[config.mk]
export PLATFORM = sky130hd
export DESIGN_NAME = i2c_config_sequencer_flat
export DESIGN_NICKNAME = d
export VERILOG_FILES = /design/src/rtl/i2c_config_sequencer_pkg.sv /design/src/rtl/i2c_config_sequencer_if.sv /design/src/rtl/i2c_config_sequencer_rom.sv /design/src/rtl/i2c_config_sequencer.sv /design/src/flat_wrapper.sv
export SDC_FILE = /design/constraint.sdc
export NUM_CORES = 1
export LEC_CHECK = 0
export CAP_MARGIN = 20
export CORE_AREA = 2 2 82 84
export CTS_CLUSTER_DIAMETER = 60
export DETAILED_ROUTE_END_ITERATION = 8
export DIE_AREA = 0 0 84 86
export GPL_ROUTABILITY_DRIVEN = 0
export SLEW_MARGIN = 20
export SYNTH_ARGS = -nofsm -noshare
export SYNTH_HDL_FRONTEND = slang
export SYNTH_SLANG_ARGS = --single-unit
[constraint.sdc]
create_clock -name CLK -period 1.95 [get_ports CLK]
set_input_delay 0.39 -clock CLK [delete_from_list [all_inputs] [get_ports CLK]]
set_output_delay 0.39 -clock CLK [all_outputs]
set_load 0.01 [all_outputs]
[src/rtl/i2c_config_sequencer_pkg.sv]
// Shared definitions for the I2C configuration sequencer.
// Holds the sequencer state encoding, the field layout of a 24-bit
// table entry, default parameter values and a helper that packs an entry.
package i2c_config_sequencer_pkg;

   localparam int XFER_W = 24;
   localparam int IDX_W  = 6;

   // xfer_data layout: {slave_addr, reg_addr, data}
   localparam int SLAVE_MSB = 23;
   localparam int SLAVE_LSB = 16;
   localparam int REG_MSB   = 15;
   localparam int REG_LSB   = 8;
   localparam int DATA_MSB  = 7;
   localparam int DATA_LSB  = 0;

   localparam int DEF_TABLE_LEN    = 20;
   localparam int DEF_PWRUP_CYCLES = 1000;
   localparam int DEF_GAP_CYCLES   = 16;
   localparam int DEF_MAX_RETRY    = 3;

   typedef enum logic [2:0] {
      IDLE  = 3'd0,
      PWRUP = 3'd1,
      FETCH = 3'd2,
      ISSUE = 3'd3,
      WAIT  = 3'd4,
      GAP   = 3'd5,
      DONE  = 3'd6,
      ERR   = 3'd7
   } state_t;

   function automatic logic [XFER_W-1:0] mk_entry(input logic [7:0] slave,
                                                  input logic [7:0] rg,
                                                  input logic [7:0] dat);
      logic [XFER_W-1:0] e;
      e = '0;
      e[SLAVE_MSB:SLAVE_LSB] = slave;
      e[REG_MSB:REG_LSB]     = rg;
      e[DATA_MSB:DATA_LSB]   = dat;
      return e;
   endfunction

endpackage

[src/rtl/i2c_config_sequencer_if.sv]
// Write-request channel between the configuration sequencer (master) and
// the downstream I2C write engine (slave).
//   xfer_valid/xfer_ready : entry handshake
//   xfer_data             : {slave_addr, reg_addr, data}
//   xfer_done/xfer_nack   : completion pulse and its ACK status
interface i2c_config_sequencer_if;
   import i2c_config_sequencer_pkg::*;

   logic              xfer_valid;
   logic              xfer_ready;
   logic [XFER_W-1:0] xfer_data;
   logic              xfer_done;
   logic              xfer_nack;

   modport master (output xfer_valid, output xfer_data,
                   input  xfer_ready, input  xfer_done, input xfer_nack);
   modport slave  (input  xfer_valid, input  xfer_data,
                   output xfer_ready, output xfer_done, output xfer_nack);
endinterface

[src/rtl/i2c_config_sequencer_rom.sv]
// Codec register table (module i2c_config_rom).
// Ports: clk, rst_n (async low), en (read strobe), addr (6-bit entry index),
// data (24-bit entry, registered, valid the cycle after en).
// The output only updates on en so it holds steady while an entry is offered.
module i2c_config_rom
   import i2c_config_sequencer_pkg::*;
(
   input  logic              clk,
   input  logic              rst_n,
   input  logic              en,
   input  logic [IDX_W-1:0]  addr,
   output logic [XFER_W-1:0] data
);

   logic [XFER_W-1:0] entry;

   always_comb begin
      entry = '0;
      case (addr)
         // audio codec at 0x34
         6'd0:  entry = mk_entry(8'h34, 8'h1E, 8'h00); // soft reset
         6'd1:  entry = mk_entry(8'h34, 8'h00, 8'h17); // left line in
         6'd2:  entry = mk_entry(8'h34, 8'h02, 8'h17); // right line in
         6'd3:  entry = mk_entry(8'h34, 8'h04, 8'h79); // left headphone
         6'd4:  entry = mk_entry(8'h34, 8'h06, 8'h79); // right headphone
         6'd5:  entry = mk_entry(8'h34, 8'h08, 8'h12); // analog path
         6'd6:  entry = mk_entry(8'h34, 8'h0A, 8'h00); // digital path
         6'd7:  entry = mk_entry(8'h34, 8'h0C, 8'h00); // power down ctrl
         6'd8:  entry = mk_entry(8'h34, 8'h0E, 8'h42); // interface format
         6'd9:  entry = mk_entry(8'h34, 8'h10, 8'h00); // sampling control
         6'd10: entry = mk_entry(8'h34, 8'h12, 8'h01); // activate
         // output amplifier at 0x98
         6'd11: entry = mk_entry(8'h98, 8'h01, 8'h00);
         6'd12: entry = mk_entry(8'h98, 8'h02, 8'h0C);
         6'd13: entry = mk_entry(8'h98, 8'h03, 8'h30);
         6'd14: entry = mk_entry(8'h98, 8'h04, 8'h30);
         6'd15: entry = mk_entry(8'h98, 8'h05, 8'h80);
         6'd16: entry = mk_entry(8'h98, 8'h06, 8'h0F);
         6'd17: entry = mk_entry(8'h98, 8'h07, 8'h00);
         6'd18: entry = mk_entry(8'h98, 8'h08, 8'h44);
         6'd19: entry = mk_entry(8'h98, 8'h00, 8'h01); // amp enable
         default: entry = '0;
      endcase
   end

   always_ff @(posedge clk or negedge rst_n) begin
      if (!rst_n)  data <= '0;
      else if (en) data <= entry;
   end

endmodule

[src/rtl/i2c_config_sequencer.sv]
// I2C configuration sequencer: after a start_n falling edge, waits out a
// power-up delay, then writes each table entry through the xfer channel,
// re-issuing NACKed entries up to MAX_RETRY times with a gap between writes.
// Ports: CLK, reset_n (async low), start_n (active-low run request),
// xfer (master side of the write channel), busy, config_done, config_error
// (sticky status), entry_index (current or last entry).
module i2c_config_sequencer
   import i2c_config_sequencer_pkg::*;
#(
   parameter int TABLE_LEN    = DEF_TABLE_LEN,
   parameter int PWRUP_CYCLES = DEF_PWRUP_CYCLES,
   parameter int GAP_CYCLES   = DEF_GAP_CYCLES,
   parameter int MAX_RETRY    = DEF_MAX_RETRY
)(
   input  logic                   CLK,
   input  logic                   reset_n,
   input  logic                   start_n,
   i2c_config_sequencer_if.master xfer,
   output logic                   busy,
   output logic                   config_done,
   output logic                   config_error,
   output logic [IDX_W-1:0]       entry_index
);

   // one delay counter serves both the power-up wait and the inter-entry gap
   localparam int DLY_MAX = (PWRUP_CYCLES > GAP_CYCLES) ? PWRUP_CYCLES : GAP_CYCLES;
   localparam int DLY_W   = $clog2(DLY_MAX + 1);
   localparam int RTY_W   = (MAX_RETRY > 0) ? $clog2(MAX_RETRY + 1) : 1;

   localparam logic [DLY_W-1:0] PWR_LAST = DLY_W'(PWRUP_CYCLES - 1);
   localparam logic [DLY_W-1:0] GAP_LAST = DLY_W'(GAP_CYCLES - 1);
   localparam logic [RTY_W-1:0] RTY_MAX  = RTY_W'(MAX_RETRY);
   localparam logic [IDX_W-1:0] IDX_LAST = IDX_W'(TABLE_LEN - 1);

   state_t           state, state_nx;
   logic [DLY_W-1:0] dly, dly_nx;
   logic [RTY_W-1:0] retry, retry_nx;
   logic [IDX_W-1:0] idx_nx;
   logic             acked, acked_nx;   // last completed transaction was ACKed
   logic             start_prev;
   logic             start_fall;

   assign start_fall = start_prev & ~start_n;

   always_ff @(posedge CLK or negedge reset_n) begin
      if (!reset_n) begin
         state       <= IDLE;
         dly         <= '0;
         retry       <= '0;
         acked       <= 1'b0;
         entry_index <= '0;
         start_prev  <= 1'b1;
      end else begin
         state       <= state_nx;
         dly         <= dly_nx;
         retry       <= retry_nx;
         acked       <= acked_nx;
         entry_index <= idx_nx;
         start_prev  <= start_n;
      end
   end

   always_comb begin
      state_nx = state;
      dly_nx   = dly;
      retry_nx = retry;
      acked_nx = acked;
      idx_nx   = entry_index;
      case (state)
         IDLE, DONE, ERR: begin
            if (start_fall) begin
               state_nx = PWRUP;
               dly_nx   = '0;
               retry_nx = '0;
               acked_nx = 1'b0;
               idx_nx   = '0;
            end
         end
         PWRUP: begin
            if (dly == PWR_LAST) begin
               state_nx = FETCH;
               dly_nx   = '0;
               idx_nx   = '0;
            end else begin
               dly_nx = dly + 1'b1;
            end
         end
         FETCH: state_nx = ISSUE;
         ISSUE: if (xfer.xfer_ready) state_nx = WAIT;
         WAIT: begin
            if (xfer.xfer_done) begin
               if (!xfer.xfer_nack) begin
                  retry_nx = '0;
                  acked_nx = 1'b1;
                  state_nx = GAP;
               end else if (retry == RTY_MAX) begin
                  state_nx = ERR;
               end else begin
                  retry_nx = retry + 1'b1;
                  acked_nx = 1'b0;
                  state_nx = GAP;
               end
            end
         end
         GAP: begin
            if (dly == GAP_LAST) begin
               dly_nx = '0;
               if (acked && entry_index == IDX_LAST) begin
                  state_nx = DONE;
               end else begin
                  state_nx = FETCH;
                  // a NACKed entry is re-fetched at the same index
                  if (acked) idx_nx = entry_index + 1'b1;
               end
            end else begin
               dly_nx = dly + 1'b1;
            end
         end
         default: state_nx = IDLE;
      endcase
   end

   assign xfer.xfer_valid = (state == ISSUE);
   assign busy            = (state == PWRUP) || (state == FETCH) || (state == ISSUE) ||
                            (state == WAIT)  || (state == GAP);
   assign config_done     = (state == DONE);
   assign config_error    = (state == ERR);

   logic [XFER_W-1:0] rom_data;

   i2c_config_rom u_rom (
      .clk   (CLK),
      .rst_n (reset_n),
      .en    (state == FETCH),
      .addr  (entry_index),
      .data  (rom_data)
   );

   assign xfer.xfer_data = rom_data;

endmodule

[src/flat_wrapper.sv]
// flat-port wrapper written by rule: the top's interface ports become plain ports
module i2c_config_sequencer_flat import i2c_config_sequencer_pkg::*;
#(
   parameter int TABLE_LEN    = DEF_TABLE_LEN,
   parameter int PWRUP_CYCLES = DEF_PWRUP_CYCLES,
   parameter int GAP_CYCLES   = DEF_GAP_CYCLES,
   parameter int MAX_RETRY    = DEF_MAX_RETRY
)
  (CLK, reset_n, start_n, busy, config_done, config_error, entry_index, xfer_xfer_valid, xfer_xfer_data, xfer_xfer_ready, xfer_xfer_done, xfer_xfer_nack);
  i2c_config_sequencer_if xfer_i ();
  input  logic CLK;
  input  logic reset_n;
  input  logic start_n;
  output logic busy;
  output logic config_done;
  output logic config_error;
  output logic [IDX_W-1:0] entry_index;
  output wire logic [$bits(xfer_i.xfer_valid)-1:0] xfer_xfer_valid;
  output wire logic [$bits(xfer_i.xfer_data)-1:0] xfer_xfer_data;
  input wire logic [$bits(xfer_i.xfer_ready)-1:0] xfer_xfer_ready;
  input wire logic [$bits(xfer_i.xfer_done)-1:0] xfer_xfer_done;
  input wire logic [$bits(xfer_i.xfer_nack)-1:0] xfer_xfer_nack;
  assign xfer_xfer_valid = xfer_i.xfer_valid;
  assign xfer_xfer_data = xfer_i.xfer_data;
  assign xfer_i.xfer_ready = xfer_xfer_ready;
  assign xfer_i.xfer_done = xfer_xfer_done;
  assign xfer_i.xfer_nack = xfer_xfer_nack;
  i2c_config_sequencer #(.TABLE_LEN(TABLE_LEN), .PWRUP_CYCLES(PWRUP_CYCLES), .GAP_CYCLES(GAP_CYCLES), .MAX_RETRY(MAX_RETRY)) u_core (.CLK(CLK), .reset_n(reset_n), .start_n(start_n), .xfer(xfer_i), .busy(busy), .config_done(config_done), .config_error(config_error), .entry_index(entry_index));
endmodule
# Word-level counts from Yosys, hierarchy flattened
# Memories as Yosys holds them, arrays and structs flattened.
# Cells that the tools add are included.
# totals
reg_bits	47
latchBits	0
ram_bits	0
mem_bits_ro	576
inputBits	6
out_inout_bits	34
elab_cells	75
memories	1
# op_classes
addsub	3
n_mul	0
n_div	0
n_lt_le_gt_ge	0
n_eq_ne	19
n_shift	0
n_mux	30
n_bitwise	2
reduce_logical	13
# memory_table
memory	words	word_bits	rd	rd_ports_with_merged_regs	wr	line	text
(name not given)	32	18	1	0	0	i2c_config_sequencer_rom.sv:19	case (addr)
# op_table
operator	n
two-way mux 10 bit	3
two-way mux 6 bit	5
one-hot mux 10 bit (3 select lines)	1
two-way mux 24 bit	1
two-way mux 3 bit	7
one-hot mux 3 bit (6 select lines)	1
one-hot mux 6 bit (3 select lines)	1
equality test 3 bit, second input constant	4
adder 10 x 1 -> 10 bit, second input constant	1
equality test 10 bit, second input constant	1
equality test 10 x 4 -> 1 bit, second input constant	1
two-way mux 2 bit	5
!= test 2 x 1 -> 1 bit, second input constant	5
adder 6 x 1 -> 6 bit, second input constant	1
equality test 3 x 2 -> 1 bit, second input constant	2
equality test 6 x 5 -> 1 bit, second input constant	1
AND reduction 6 bit	1
AND reduction 5 bit	1
logical OR 1 bit	4
two-way mux 1 bit	4
!= test 2 bit, second input constant	2
one-hot mux 2 bit (2 select lines)	1
AND reduction 4 bit	1
equality test 3 x 1 -> 1 bit, second input constant	1
12 further kinds	12

# Logic depth before layout (Yosys ltp)
# logic_depth
depth_word	5
depth_mapped	8
depth_no_buf	7

# Cells and area by module
# Synthesis repeated with hierarchy kept, for this count alone.
# hier_totals
hier_cells	267
hier_area_um2	2521.2
# modules_own_cells
module	instances	cells_each	area_per_inst_um2	seq_area_each_um2
i2c_config_sequencer	1	156	1382.6	576.8
i2c_config_rom	1	111	1138.6	400.4

# Worst setup path before layout
# Ideal clock, no wire load.
# synth_timing
path_type	register to register
start	register u_core.dly[0]
end	register u_core.entry_index[0]
setup_time_ns	0.125
arrival_time_ns	1.717
t_required_ns	1.825
slack_ns	0.109
path_stages_with_launch	7
path_buffers	0
period_less_slack_ns	1.841
path_cell_list	dfrtp_1 -> ha_1 -> nand3b_4 -> nor4_4 -> nor3b_2 -> a311o_1 -> mux2_2
# synth_between
elab_chain_len	3
word_cells_on_any_way	5
classes_between	eq/ne (4); reduce/logical (1)
# synth_lines
element	line	text
start, declared	i2c_config_sequencer.sv:36	logic [DLY_W-1:0] dly, dly_nx;
start signal, assigned	i2c_config_sequencer.sv:55	dly <= dly_nx;
equality test 10 bit or equality test 10 x 4 -> 1 bit (tied branches)	i2c_config_sequencer.sv:80, i2c_config_sequencer.sv:106	
!= test 2 x 1 -> 1 bit (no source line)	n/a	
AND reduction 6 bit (no source line) *	n/a	
end signal, assigned	i2c_config_sequencer.sv:58	entry_index <= idx_nx;
end, declared	i2c_config_sequencer.sv:22	output logic [IDX_W-1:0] entry_index
# Every way passes the cells marked *; elsewhere a longest branch is shown, timed or not.
# A chain may end at the register's enable or synchronous reset.

# Worst setup path after layout
# layout_timing
start	register u_core.state[2]
end	register u_core.entry_index[0]
# layout_between
elab_chain_len	4
word_cells_on_any_way	14
classes_between	eq/ne (9); mux (1); reduce/logical (4)
# layout_lines
element	line	text
start, declared	i2c_config_sequencer.sv:35	state_t state, state_nx;
start signal, assigned	i2c_config_sequencer.sv:54	state <= state_nx;
equality test 3 bit or zero test 3 bit (tied branches)	i2c_config_sequencer.sv:69	case (state)
OR reduction 3 bit	i2c_config_sequencer.sv:69	
!= test 2 x 1 -> 1 bit (no source line) or nonzero test 3 bit (tied branches)	n/a	
AND reduction 6 bit (no source line)	n/a	
# Several ways; a longest one is shown, not always the timed one.

==> impl_metrics.toml <==
[sta]
timing.final.crit_period_ns = 1.89
rsz0062_at_grt = "yes"
fin_crit_sh_pct = 97.1
setup_ws_ns = 0.0560
max_freq_mhz = 528
finClkSkew_ns = 0.00651
hold_violations = 0
setup_viol = 0
maxSlewViolCount = 0

[die]
dieArea_um2 = 7220
rows = 29
start_util_pct = 39.4
fp.dieW_um = 84
io_pins = 40
die_y_um = 86
core_area_um2 = 6280

[drt]
firstDrtPassIters = 4
met3_length_um = 231
drt-initial-drc-count = 182
vias_per_cell = 5.44
ant_nets = 0
wl_met2_um = 2770
wl_met1_um = 2830
routedWlPerCell_um = 14.1
route.detailed.drc = 0
vias = 2267
highest_layer = "met4"
wl_um = 5860

[clocking]
clock_sinks = 39
ctsHoldBuffers = 0
root_buffer = "clkbuf_8"
clock_path_buffers = 2
path_clk_slew_ns = 0.08
numCtsBuffers = 5
cts_max_level = 2
cts_tree = "done"
clk_latency_ns = 0.29

[synth]
ys_warn_count = 0
synth-async-reset-ratio_pct = 100
synth_edf_count = 0
ys_seq_area_share_pct = 39.5
syn_inst = 280
synth_area_per_cell_um2 = 8.84
ys.flop_type = "dfrtp_1"
ys_ff_latch = 39
synth_cell_types = 57
syn_area_um2 = 2480

[worst_setup_path]
cp.required_ns = 2.13
crit_fanout = 6
start_kind = "register"
end_kind = "register"
rr_worst_depth = 6
worstSetupPathType = "register to register"
arrival_ns = 2.07

[place]
dp_hpwl_um = 4250
portBuffers = 33
pre_cts_ws_ns = -0.199

[grt]
track_usage_pct = 17.3
antenna_found_initial = 0
grt_max_degree = 24
grt_pass1_wl_um = 10200
grt_pass1_vias = 2131
overflow = 0

[final_layout]
synthToLayoutAreaGrowth_pct = 31.2
final_util_pct = 51.8
mostFrequentLayoutCell = "nand2_1"
layout-drive-gt1-share_pct = 20.3
layout_common_cells = "nand2_1 (37), buf_4 (36), dfrtp_1 (35), clkdlybuf4s50_1 (28), o21ai_0 (27)"
diodes = 0
nNetsFinal = 355

[job]
cap_violations = 0

[min_path]
hold_class = "input pin to async pin"

[pwr]
p_leak_nw = 1.44
p_per_area_nw_per_um2 = 1010
ir_worst_vdd_v = 0.000635

[run_status]
status = "finished clean"
[per-layer routing]
metal  global-route usage, %  vias up
met4                    4.40        0
met5                       0        -
met3                    3.56        2
li1                        -     1127
met2                    28.1       52
met1                    23.8     1086
[worst max-delay path, stage by stage, from the launching register on]
cell	delay (ns)
dfrtp_2	0.43
buf_4	0.15
nand2b_4	0.14
nor4_4	0.30
nor3b_2	0.12
a311o_1	0.36
mux2_2	0.27
[flip-flops by register name, summed over array words and instances (netlist names)]
register	flops
u_core.u_rom.data	16
u_core.dly	10
u_core.entry_index	6
u_core.state	3
u_core.retry	2
u_core.acked	1
u_core.start_prev	1
[final timing paths]
check	startpoint	to	slack, ns
hold reg to reg	u_core.u_rom.data[4]	u_core.u_rom.data[4]	0.48
setup / recovery	u_core.state[2]	u_core.entry_index[0]	0.06
hold / removal	reset_n	u_core.u_rom.data[20]	0.04
max in group asynchronous	reset_n	u_core.entry_index[4]	1.42
min in group CLK	u_core.u_rom.data[4]	u_core.u_rom.data[4]	0.48
setup reg to reg	u_core.state[2]	u_core.entry_index[0]	0.06
[area by class of cell]
cell class | count | area (µm²)
Sequential cell | 39 | 981
Tap cell | 77 | 96.3
Clock buffer | 8 | 100
Inverter | 13 | 48.8
Fill cell | 584 | 3030
Multi-Input combinational cell | 210 | 1410
Timing Repair Buffer | 70 | 618
[synth_stat cells, drive strengths merged, types with 2 or more instances]
library cell	count	area, µm²
a22oi	2	15.0
o21ai	28	140
a32o	3	30.0
a211oi	3	22.5
o221ai	2	17.5
o22ai	4	25.0
a21oi	13	65.1
a21o	3	22.5
nor3	7	40.0
o21a	2	15.0
nor2	13	48.8
ha	10	125
o41ai	3	26.3
o211ai	3	22.5
inv	13	48.8
nor2b	5	31.3
nand4	2	12.5
nand2	37	139
o31ai	7	52.6
mux2i	2	20.0
dfrtp	38	951
nor3b	3	27.5
nor4	2	27.5
nand3	11	55.1
buf	14	95.1
or2	2	12.5
clkbuf	9	33.8
and3	5	31.3
or3	4	30.0
nand2b	2	20.0
a22o	7	61.3
nand3b	4	42.5
nand4b	3	26.3
[power breakdown]
group | switching (mW) | leakage, nW | internal [mW] | total (mW)
Combinational | 0.802 | 0.870 | 0.791 | 1.59
Clock | 0.287 | 0.0515 | 0.323 | 0.610
Sequential | 0.116 | 0.516 | 0.956 | 1.07
[per-stage QoR]
stage                     hold WS [ns]  area [µm²]  TNS (ns)  std cells  power (mW)
after floorplan                 0.0944        2490         0        285        1.90
after global placement           0.360        3040     -1.23        404        2.53
after detailed placement         0.369        3040     -1.79        404        2.54
after CTS                       0.0449        3160         0        414        3.19
after global routing            0.0710        3250   -0.0503        417        3.50
final                           0.0381        3250         0        417        3.27
[timing repair]
item | 4_1_cts | 5_1_grt
setup buffers | 2 | 3
setup endpoints to repair | 4 | 18
resized for setup | 6 | 13
pin swaps | 0 | 2
[cell families after synthesis]
family          after synthesis  synth area share [%]
simple gates                103                  23.2
compound gates               87                  23.3
flops                        39                  39.5
buf+inv                      36                  7.18
fa+ha+maj                    10                  5.05
mux                           3                  1.26
other cells                   1                 0.151
xor+xnor                      1                 0.354
Power figures use the tool's default switching activity.
